### src/rtl/ac_axis_tx_ctrl.sv
`timescale 1ns/1ps
`default_nettype none
// ============================================================================
// Module      : ac_axis_tx_ctrl
// Description : Drains the wide output buffer onto an AXI-Stream master with
//               frame (tuser) / row (tlast) framing and partial-beat tkeep.
// Revision    : 1.0 - initial release
// ============================================================================
module ac_axis_tx_ctrl #(
    parameter int UPSP_WRTDATA_WIDTH = 24,
    parameter int DST_IMG_WIDTH      = 4096,
    parameter int DST_IMG_HEIGHT     = 2160,
    parameter int N_PARALLEL         = 2
) (
    input  logic                                            clk,
    input  logic                                            rst_n,
    input  logic                                            start_i,
    input  logic                                            abort_i,
    input  logic                                            buf_empty_i,
    input  logic [UPSP_WRTDATA_WIDTH*N_PARALLEL-1:0]        buf_rdata_i,
    output logic                                            buf_rd_o,
    output logic                                            m_axis_tvalid_o,
    input  logic                                            m_axis_tready_i,
    output logic [UPSP_WRTDATA_WIDTH*N_PARALLEL-1:0]        m_axis_tdata_o,
    output logic [UPSP_WRTDATA_WIDTH*N_PARALLEL/8-1:0]      m_axis_tkeep_o,
    output logic                                            m_axis_tlast_o,
    output logic                                            m_axis_tuser_o,
    output logic                                            busy_o,
    output logic                                            frame_done_o
);

    localparam int c_TW         = UPSP_WRTDATA_WIDTH * N_PARALLEL;
    localparam int c_KW         = c_TW / 8;
    localparam int c_N_UPSP_WRT = UPSP_WRTDATA_WIDTH / 24;
    localparam int c_N_ROW_PKG  = DST_IMG_WIDTH / c_N_UPSP_WRT;
    localparam int c_BEATS      = (c_N_ROW_PKG + N_PARALLEL - 1) / N_PARALLEL;
    localparam int c_V_LAST     = c_N_ROW_PKG - (c_BEATS - 1) * N_PARALLEL;
    localparam int c_COL_W      = (c_BEATS > 1) ? $clog2(c_BEATS) : 1;
    localparam int c_ROW_W      = (DST_IMG_HEIGHT > 1) ? $clog2(DST_IMG_HEIGHT) : 1;
    localparam int c_KEEP_SHIFT = (N_PARALLEL - c_V_LAST) * UPSP_WRTDATA_WIDTH / 8;

    localparam logic [c_COL_W-1:0] c_COL_LAST = c_COL_W'(c_BEATS - 1);
    localparam logic [c_ROW_W-1:0] c_ROW_LAST = c_ROW_W'(DST_IMG_HEIGHT - 1);
    localparam logic [c_KW-1:0]    c_KEEP_ALL = '1;
    // Word 0 sits in the top slice, so a short last beat keeps the upper bytes.
    localparam logic [c_KW-1:0]    c_KEEP_LAST = c_KEEP_ALL << c_KEEP_SHIFT;

    typedef enum logic [1:0] {
        ST_IDLE  = 2'd0,
        ST_RUN   = 2'd1,
        ST_DRAIN = 2'd2,
        ST_DONE  = 2'd3
    } state_t;

    state_t              state_q,  state_d;
    logic [c_COL_W-1:0]  col_q,    col_d;
    logic [c_ROW_W-1:0]  row_q,    row_d;
    logic                tvalid_q, tvalid_d;
    logic [c_TW-1:0]     tdata_q,  tdata_d;
    logic [c_KW-1:0]     tkeep_q,  tkeep_d;
    logic                tlast_q,  tlast_d;
    logic                tuser_q,  tuser_d;

    logic                w_hs;
    logic                w_load;

    always_ff @(posedge clk) begin
        if (!rst_n) begin
            state_q  <= ST_IDLE;
            col_q    <= '0;
            row_q    <= '0;
            tvalid_q <= 1'b0;
            tdata_q  <= '0;
            tkeep_q  <= '0;
            tlast_q  <= 1'b0;
            tuser_q  <= 1'b0;
        end else begin
            state_q  <= state_d;
            col_q    <= col_d;
            row_q    <= row_d;
            tvalid_q <= tvalid_d;
            tdata_q  <= tdata_d;
            tkeep_q  <= tkeep_d;
            tlast_q  <= tlast_d;
            tuser_q  <= tuser_d;
        end
    end

    always_comb begin
        w_hs     = tvalid_q & m_axis_tready_i;
        w_load   = (state_q == ST_RUN) & ~buf_empty_i & (~tvalid_q | m_axis_tready_i);

        state_d  = state_q;
        col_d    = col_q;
        row_d    = row_q;
        tvalid_d = tvalid_q & ~w_hs;
        tdata_d  = tdata_q;
        tkeep_d  = tkeep_q;
        tlast_d  = tlast_q;
        tuser_d  = tuser_q;

        if (w_load) begin
            tvalid_d = 1'b1;
            tdata_d  = buf_rdata_i;
            tuser_d  = (row_q == '0) && (col_q == '0);
            tlast_d  = (col_q == c_COL_LAST);
            tkeep_d  = (col_q == c_COL_LAST) ? c_KEEP_LAST : c_KEEP_ALL;
            if (col_q == c_COL_LAST) begin
                col_d = '0;
                row_d = (row_q == c_ROW_LAST) ? '0 : row_q + 1'b1;
            end else begin
                col_d = col_q + 1'b1;
            end
        end

        case (state_q)
            ST_IDLE: begin
                if (start_i) begin
                    state_d = ST_RUN;
                    col_d   = '0;
                    row_d   = '0;
                end
            end
            ST_RUN: begin
                if (abort_i || (w_load && (col_q == c_COL_LAST) && (row_q == c_ROW_LAST))) begin
                    state_d = ST_DRAIN;
                end
            end
            ST_DRAIN: begin
                if (!tvalid_q || m_axis_tready_i) begin
                    state_d = ST_DONE;
                end
            end
            default: begin
                state_d = ST_IDLE;
            end
        endcase
    end

    assign buf_rd_o        = w_load;
    assign m_axis_tvalid_o = tvalid_q;
    assign m_axis_tdata_o  = tdata_q;
    assign m_axis_tkeep_o  = tkeep_q;
    assign m_axis_tlast_o  = tlast_q;
    assign m_axis_tuser_o  = tuser_q;
    assign busy_o          = (state_q == ST_RUN) || (state_q == ST_DRAIN);
    assign frame_done_o    = (state_q == ST_DONE);

endmodule
`default_nettype wire

### config.mk
export PLATFORM = sky130hd
export DESIGN_NAME = ac_axis_tx_ctrl
export DESIGN_NICKNAME = d
export VERILOG_FILES = /design/src/rtl/ac_axis_tx_ctrl.sv
export SDC_FILE = /design/constraint.sdc
export NUM_CORES = 1
export LEC_CHECK = 0
export ABC_AREA = 0
export CORE_ASPECT_RATIO = 2
export CORE_MARGIN = 2
export CORE_UTILIZATION = 45
export DETAILED_ROUTE_END_ITERATION = 10
export DONT_BUFFER_PORTS = 1
export SYNTH_ARGS = -nofsm -noshare
export SYNTH_HDL_FRONTEND = slang
export SYNTH_SLANG_ARGS = --single-unit
### constraint.sdc
create_clock -name clk -period 2 [get_ports clk]
set_input_delay 0.4 -clock clk [delete_from_list [all_inputs] [get_ports clk]]
set_output_delay 0.4 -clock clk [all_outputs]
set_load 0.01 [all_outputs]
== Yosys cells after proc, flatten, opt, wreduce, memory -nomap -nowiden ==
Index checks and enable logic that the tools add are counted.

* Add/sub/neg operators: 2
* Eq/ne operators: 8
* Mux-type cells: 14
* Bitwise logic cells: 8
* Reductions and logical operators: 11

{| class="wikitable"
|+ Operators by type and width
! cell !! count
|-
| $mux W12 || 5
|-
| $mux W11 || 4
|-
| $add A12 B1 Y12 const B || 1
|-
| $eq A12 B12 Y1 const B || 1
|-
| $logic_not A12 Y1 || 1
|-
| $add A11 B1 Y11 const B || 1
|-
| $eq A11 B11 Y1 const B || 1
|-
| $logic_not A11 Y1 || 1
|-
| $mux W2 || 3
|-
| $pmux W2 S3 || 1
|-
| $and A1 B1 Y1 || 4
|-
| $eq A2 B2 Y1 const B || 2
|-
| $ne A2 B2 Y1 const B || 2
|-
| $logic_and A1 B1 Y1 || 3
|-
| $logic_or A1 B1 Y1 || 3
|-
| $not A1 Y1 || 3
|-
| $reduce_and A3 Y1 || 1
|-
| $eq A2 B1 Y1 const B || 1
|-
| $logic_not A2 Y1 || 1
|-
| $ne A2 B1 Y1 const B || 1
|-
| $logic_not A1 Y1 || 1
|-
| $mux W1 || 1
|-
| $or A1 B1 Y1 || 1
|}

* Flip-flop bits (word level): 77
* Input bits: 54
* Output and inout bits: 60
* Word-level logic and storage cells: 51

== Logic depth before layout (Yosys ltp) ==
* Depth after elaboration: 8
* Depth in mapped cells: 10
* Mapped depth without buffers: 8

== Worst setup path after synthesis ==
Ideal clock, no wire load.

* Path kind: register to register
* Start point: register col_q[0]
* End point: register row_q[5]
* Library setup time: 0.071 ns
* Arrival time: 1.948 ns
* Required time: 1.929 ns
* Path slack: -0.019 ns
* Stages on the path, launching flop included: 7
* Path buffers: 0
* Period minus slack after synthesis: 2.019 ns
* Cell sequence: dfxtp_1 > ha_1 > and4_1 > nand2_1 > or4_4 > or4_1 > a21oi_1

* Cells in the longest elaborated chain, start to end: 5

{| class="wikitable"
|+ RTL lines
! item !! RTL line !! RTL
|-
| start, declared || 56 || <nowiki>logic [c_COL_W-1:0] col_q, col_d;</nowiki>
|-
| start signal, assigned || 79 || <nowiki>col_q <= col_d;</nowiki>
|-
| $eq A11 B11 Y1 * || 108 || <nowiki>if (col_q == c_COL_LAST) begin</nowiki>
|-
| $mux W12 * || 108 ||
|-
| $mux W12 * || 102 || <nowiki>if (w_load) begin</nowiki>
|-
| $mux W12 || 118 || <nowiki>if (start_i) begin</nowiki>
|-
| $mux W12 * || 116 || <nowiki>case (state_q)</nowiki>
|-
| end signal, assigned || 80 || <nowiki>row_q <= row_d;</nowiki>
|-
| end, declared || 57 || <nowiki>logic [c_ROW_W-1:0] row_q, row_d;</nowiki>
|}

Mark *: on every way between the ends. The rest lies on a longest branch, timed or not.
A chain may end at the register's enable or synchronous reset.

== Worst setup path in the final report ==
* Start point: register state_q[1]
* End point: register row_q[5]

* Cells in the longest elaborated chain, start to end: 6
* Elaborated cells between the ends (all ways): 7
* Those cells by class: eq/ne: 1; mux: 3; bitwise: 2; reduce/logical: 1

{| class="wikitable"
|+ RTL lines
! item !! RTL line !! RTL
|-
| start, declared || 55 || <nowiki>state_t state_q, state_d;</nowiki>
|-
| start signal, assigned || 78 || <nowiki>state_q <= state_d;</nowiki>
|-
| $eq A2 B1 Y1 || 91 || <nowiki>w_load = (state_q == ST_RUN) & ~buf_empty_i & (~tvalid_q | m_axis_tready_i);</nowiki>
|-
| $and A1 B1 Y1 (2 in series) || 91 ||
|-
| $mux W12 || 102 ||
|-
| $mux W12 || 118 ||
|-
| $mux W12 * || 116 ||
|}

Marks and branches as above.

==> impl_metrics.env <==
export IMPL_io_pins=114
export IMPL_nets=488
export IMPL_worst_r2r_cell_count=7
export IMPL_dieArea_um2=8160
export IMPL_syn_nets=467
export IMPL_grt_pass1_vias=2850
export IMPL_path_max_fanout=4
export IMPL_routed_wl_mm=8.15
export IMPL_wire_per_inst_um=15.6
export IMPL_cts_buffers=9
export IMPL_path_cells="inv_2 -> ha_4 -> nor2b_4 -> nand2_2 -> or4_4 -> or4_1 -> a21oi_1"
export IMPL_reg2reg_slack_ns=0.006
export IMPL_cp_slowest_stage_delay_ns=0.57
export IMPL_r2r_end="row_q[5]"
export IMPL_p_per_area_nw_per_um2=1090
export IMPL_cp_slowest_cell="or4_4"
export IMPL_slew_headroom_pct=56.4
export IMPL_hold_path_endpoint="m_axis_tvalid_o"
export IMPL_clock_skew_final_ns=0.00460
export IMPL_power_leakage_uw=0.00141
export IMPL_finalCritPeriodShare_pct=99.7
export IMPL_synthArstFlopShare_pct=0
export IMPL_finalSetupViolCount=0
export IMPL_outcome="completed"
export IMPL_ctsRootBufferMaster="clkbuf_16"
export IMPL_max_freq_ghz=0.502
export IMPL_worst_pin_slew_ns=0.653
export IMPL_core_area_um2=7210
export IMPL_startpoint_type="flop"
export IMPL_area_growth_pct=20.7
export IMPL_drt_initial_drc_count=95
export IMPL_rsz0062_at_grt="yes"
export IMPL_hold_path_depth=1
export IMPL_die_x_um=64.9
export IMPL_syn_area_per_cell_um2=8.26
export IMPL_clkTransAtPathRegs_ns=0.06
export IMPL_min_period_ns=1.99
export IMPL_rows=44
export IMPL_initial_core_util_pct=46.3
export IMPL_place_congestion=0.873
export IMPL_hpwl_mm=5.79
export IMPL_grt_pass1_wl_mm=13.3
export IMPL_antenna_found_initial=0
export IMPL_synth_area_um2=3340
export IMPL_holdBufCountCts=0
export IMPL_num_vias=2798
export IMPL_holdCritStartpoint="rst_n"
export IMPL_slew_viol_final=0
export IMPL_holdWs_ns=0.192
export IMPL_nFillCells=682
export IMPL_yosysSeqAreaShare_pct=46.2
export IMPL_grt_max_degree=59
export IMPL_hold_class="primary input to flop"
export IMPL_dr_pass1_iters=4
export IMPL_mostFrequentLayoutCells="nand2_1, dfxtp_1, a21boi_0"
export IMPL_yosys_warnings=0
export IMPL_cts_tree="done"
export IMPL_clkLatencyLatePin_ns=0.34
export IMPL_clock_sinks=77
export IMPL_drive_gt1_share_pct=17.4
export IMPL_h_tree_depth=3
export IMPL_end_kind="flop"
export IMPL_antenna_cells=0
export IMPL_antenna_left=0
export IMPL_synth_ff_type="dfxtp_1"
export IMPL_clockBufferDepth=2
export IMPL_avgViaCountPerCell=5.36
export IMPL_dieHeight_um=126
export IMPL_place_area_um2=3600
export IMPL_yosysUniqueCellTypes=35
export IMPL_max_cap_viol_count=0
export IMPL_port_buffers=0
export IMPL_reg2reg_from="state_q[1]"
export IMPL_synthCells=404
export IMPL_power_total_uw=4370
export IMPL_cp_arrival_ns=2.25
export IMPL_final_hold_viol_count=0
export IMPL_track_usage_pct=21.1
export IMPL_final_cell_area_um2=4030
export IMPL_synth_edf_count=0
export IMPL_ys_ff_latch=77
export IMPL_path_class="flop to flop"
export IMPL_required_ns=2.26
export IMPL_max_vdd_ir_drop_uv=669
export IMPL_final_common_cell="nand2_1"
export IMPL_overflow=0
export IMPL_drc_errors=0
export IMPL_crit_path_start="state_q[1]"
==> where the power goes <==
group | switching [µW] | internal (µW) | total [µW]
registers | 193 | 1700 | 1890
logic | 440 | 281 | 720
clock network | 629 | 1130 | 1760
==> synthesized netlist by cell type (3+ instances only) <==
library cell,n,share of area (%)
nand4_1,7,1.3
xnor2_1,3,0.79
inv_1,8,0.90
o21ai_0,11,1.6
a21oi_1,16,2.4
or4_1,3,0.67
nor3_1,3,0.45
clkbuf_1,17,1.9
a21boi_0,49,11
nor4_1,4,0.75
nor2b_1,8,1.5
ha_1,9,3.4
nand3_1,11,1.6
buf_4,5,1.1
dfxtp_1,77,46
nor2_1,14,1.6
buf_1,5,0.56
and3_1,3,0.56
xor2_1,5,1.3
nand2_1,116,13
or3_1,7,1.3
==> cell families after synthesis <==
family                   share of synthesized area (%)
AND/OR/NAND/NOR                                   26.5
buffers and inverters                             4.65
flip-flops                                        46.2
XOR/XNOR                                          2.10
AO/OA/AOI/OAI                                     16.6
adder cells (fa/ha/maj)                           3.37
multiplexers                                     0.600
==> worst max path at each step <==
stage / end / slack, ns / depth (start not counted)
CTS: row_q[5] / -0.04 / 6
floorplan: row_q[5] / 0.002 / 6
global placement: row_q[5] / -0.02 / 6
detailed placement: row_q[5] / -0.08 / 6
finish: row_q[5] / 0.006 / 7
global route: row_q[6] / -0.06 / 8
==> flip-flops by register name, indices dropped and copies added (netlist names) <==
register and count:
m_axis_tdata_o 48, row_q 12, col_q 11, state_q 2, m_axis_tkeep_o 1, m_axis_tlast_o 1
m_axis_tuser_o 1, m_axis_tvalid_o 1
==> worst max-delay path: cells and delay by family, from the launching register on <==
family | cells | cell delay (ns)
DFF | 1 | 0.32
adders and majority gates | 1 | 0.12
buffers and inverters | 1 | 0.07
and+or+nand+nor | 4 | 1.27
AOI/OAI and AO/OA | 1 | 0.14
==> timing repair <==
item,in CTS,in global routing
gates cloned,0,0
endpoints found under the setup margin,5,16
setup buffers,2,0
pin swaps,6,8
resized for setup,9,14
==> per-stage QoR <==
stage	worst slack [ns]	setup TNS [ns]	utilization, %	std cells
after floorplan	0.00185	0	-	404
after global placement	-0.0219	-0.0219	50.0	504
after detailed placement	-0.0771	-0.118	50.0	504
after CTS	-0.0413	-0.106	55.1	522
after global routing	-0.0585	-0.233	55.9	522
final	0.00632	0	55.9	522
==> cell type report <==
| cell class | count | area, µm² | share of cell area, % |
|---|---|---|---|
| clock buffers | 11 | 243 | 6.02 |
| clock inverters | 5 | 82.6 | 2.05 |
| inverters | 8 | 33.8 | 0.838 |
| multi-input cells | 291 | 1710 | 42.5 |
| flip-flops and latches | 77 | 1550 | 38.4 |
| well taps | 92 | 115 | 2.86 |
| repair buffers | 38 | 297 | 7.36 |
==> routing by layer <==
layer | GRT usage, % | wire length (µm)
met5 | 0 | 0
met4 | 11.5 | 278
met3 | 7.05 | 562
met2 | 37.9 | 4390
met1 | 20.4 | 2920
Power figures use the tool's default switching activity.
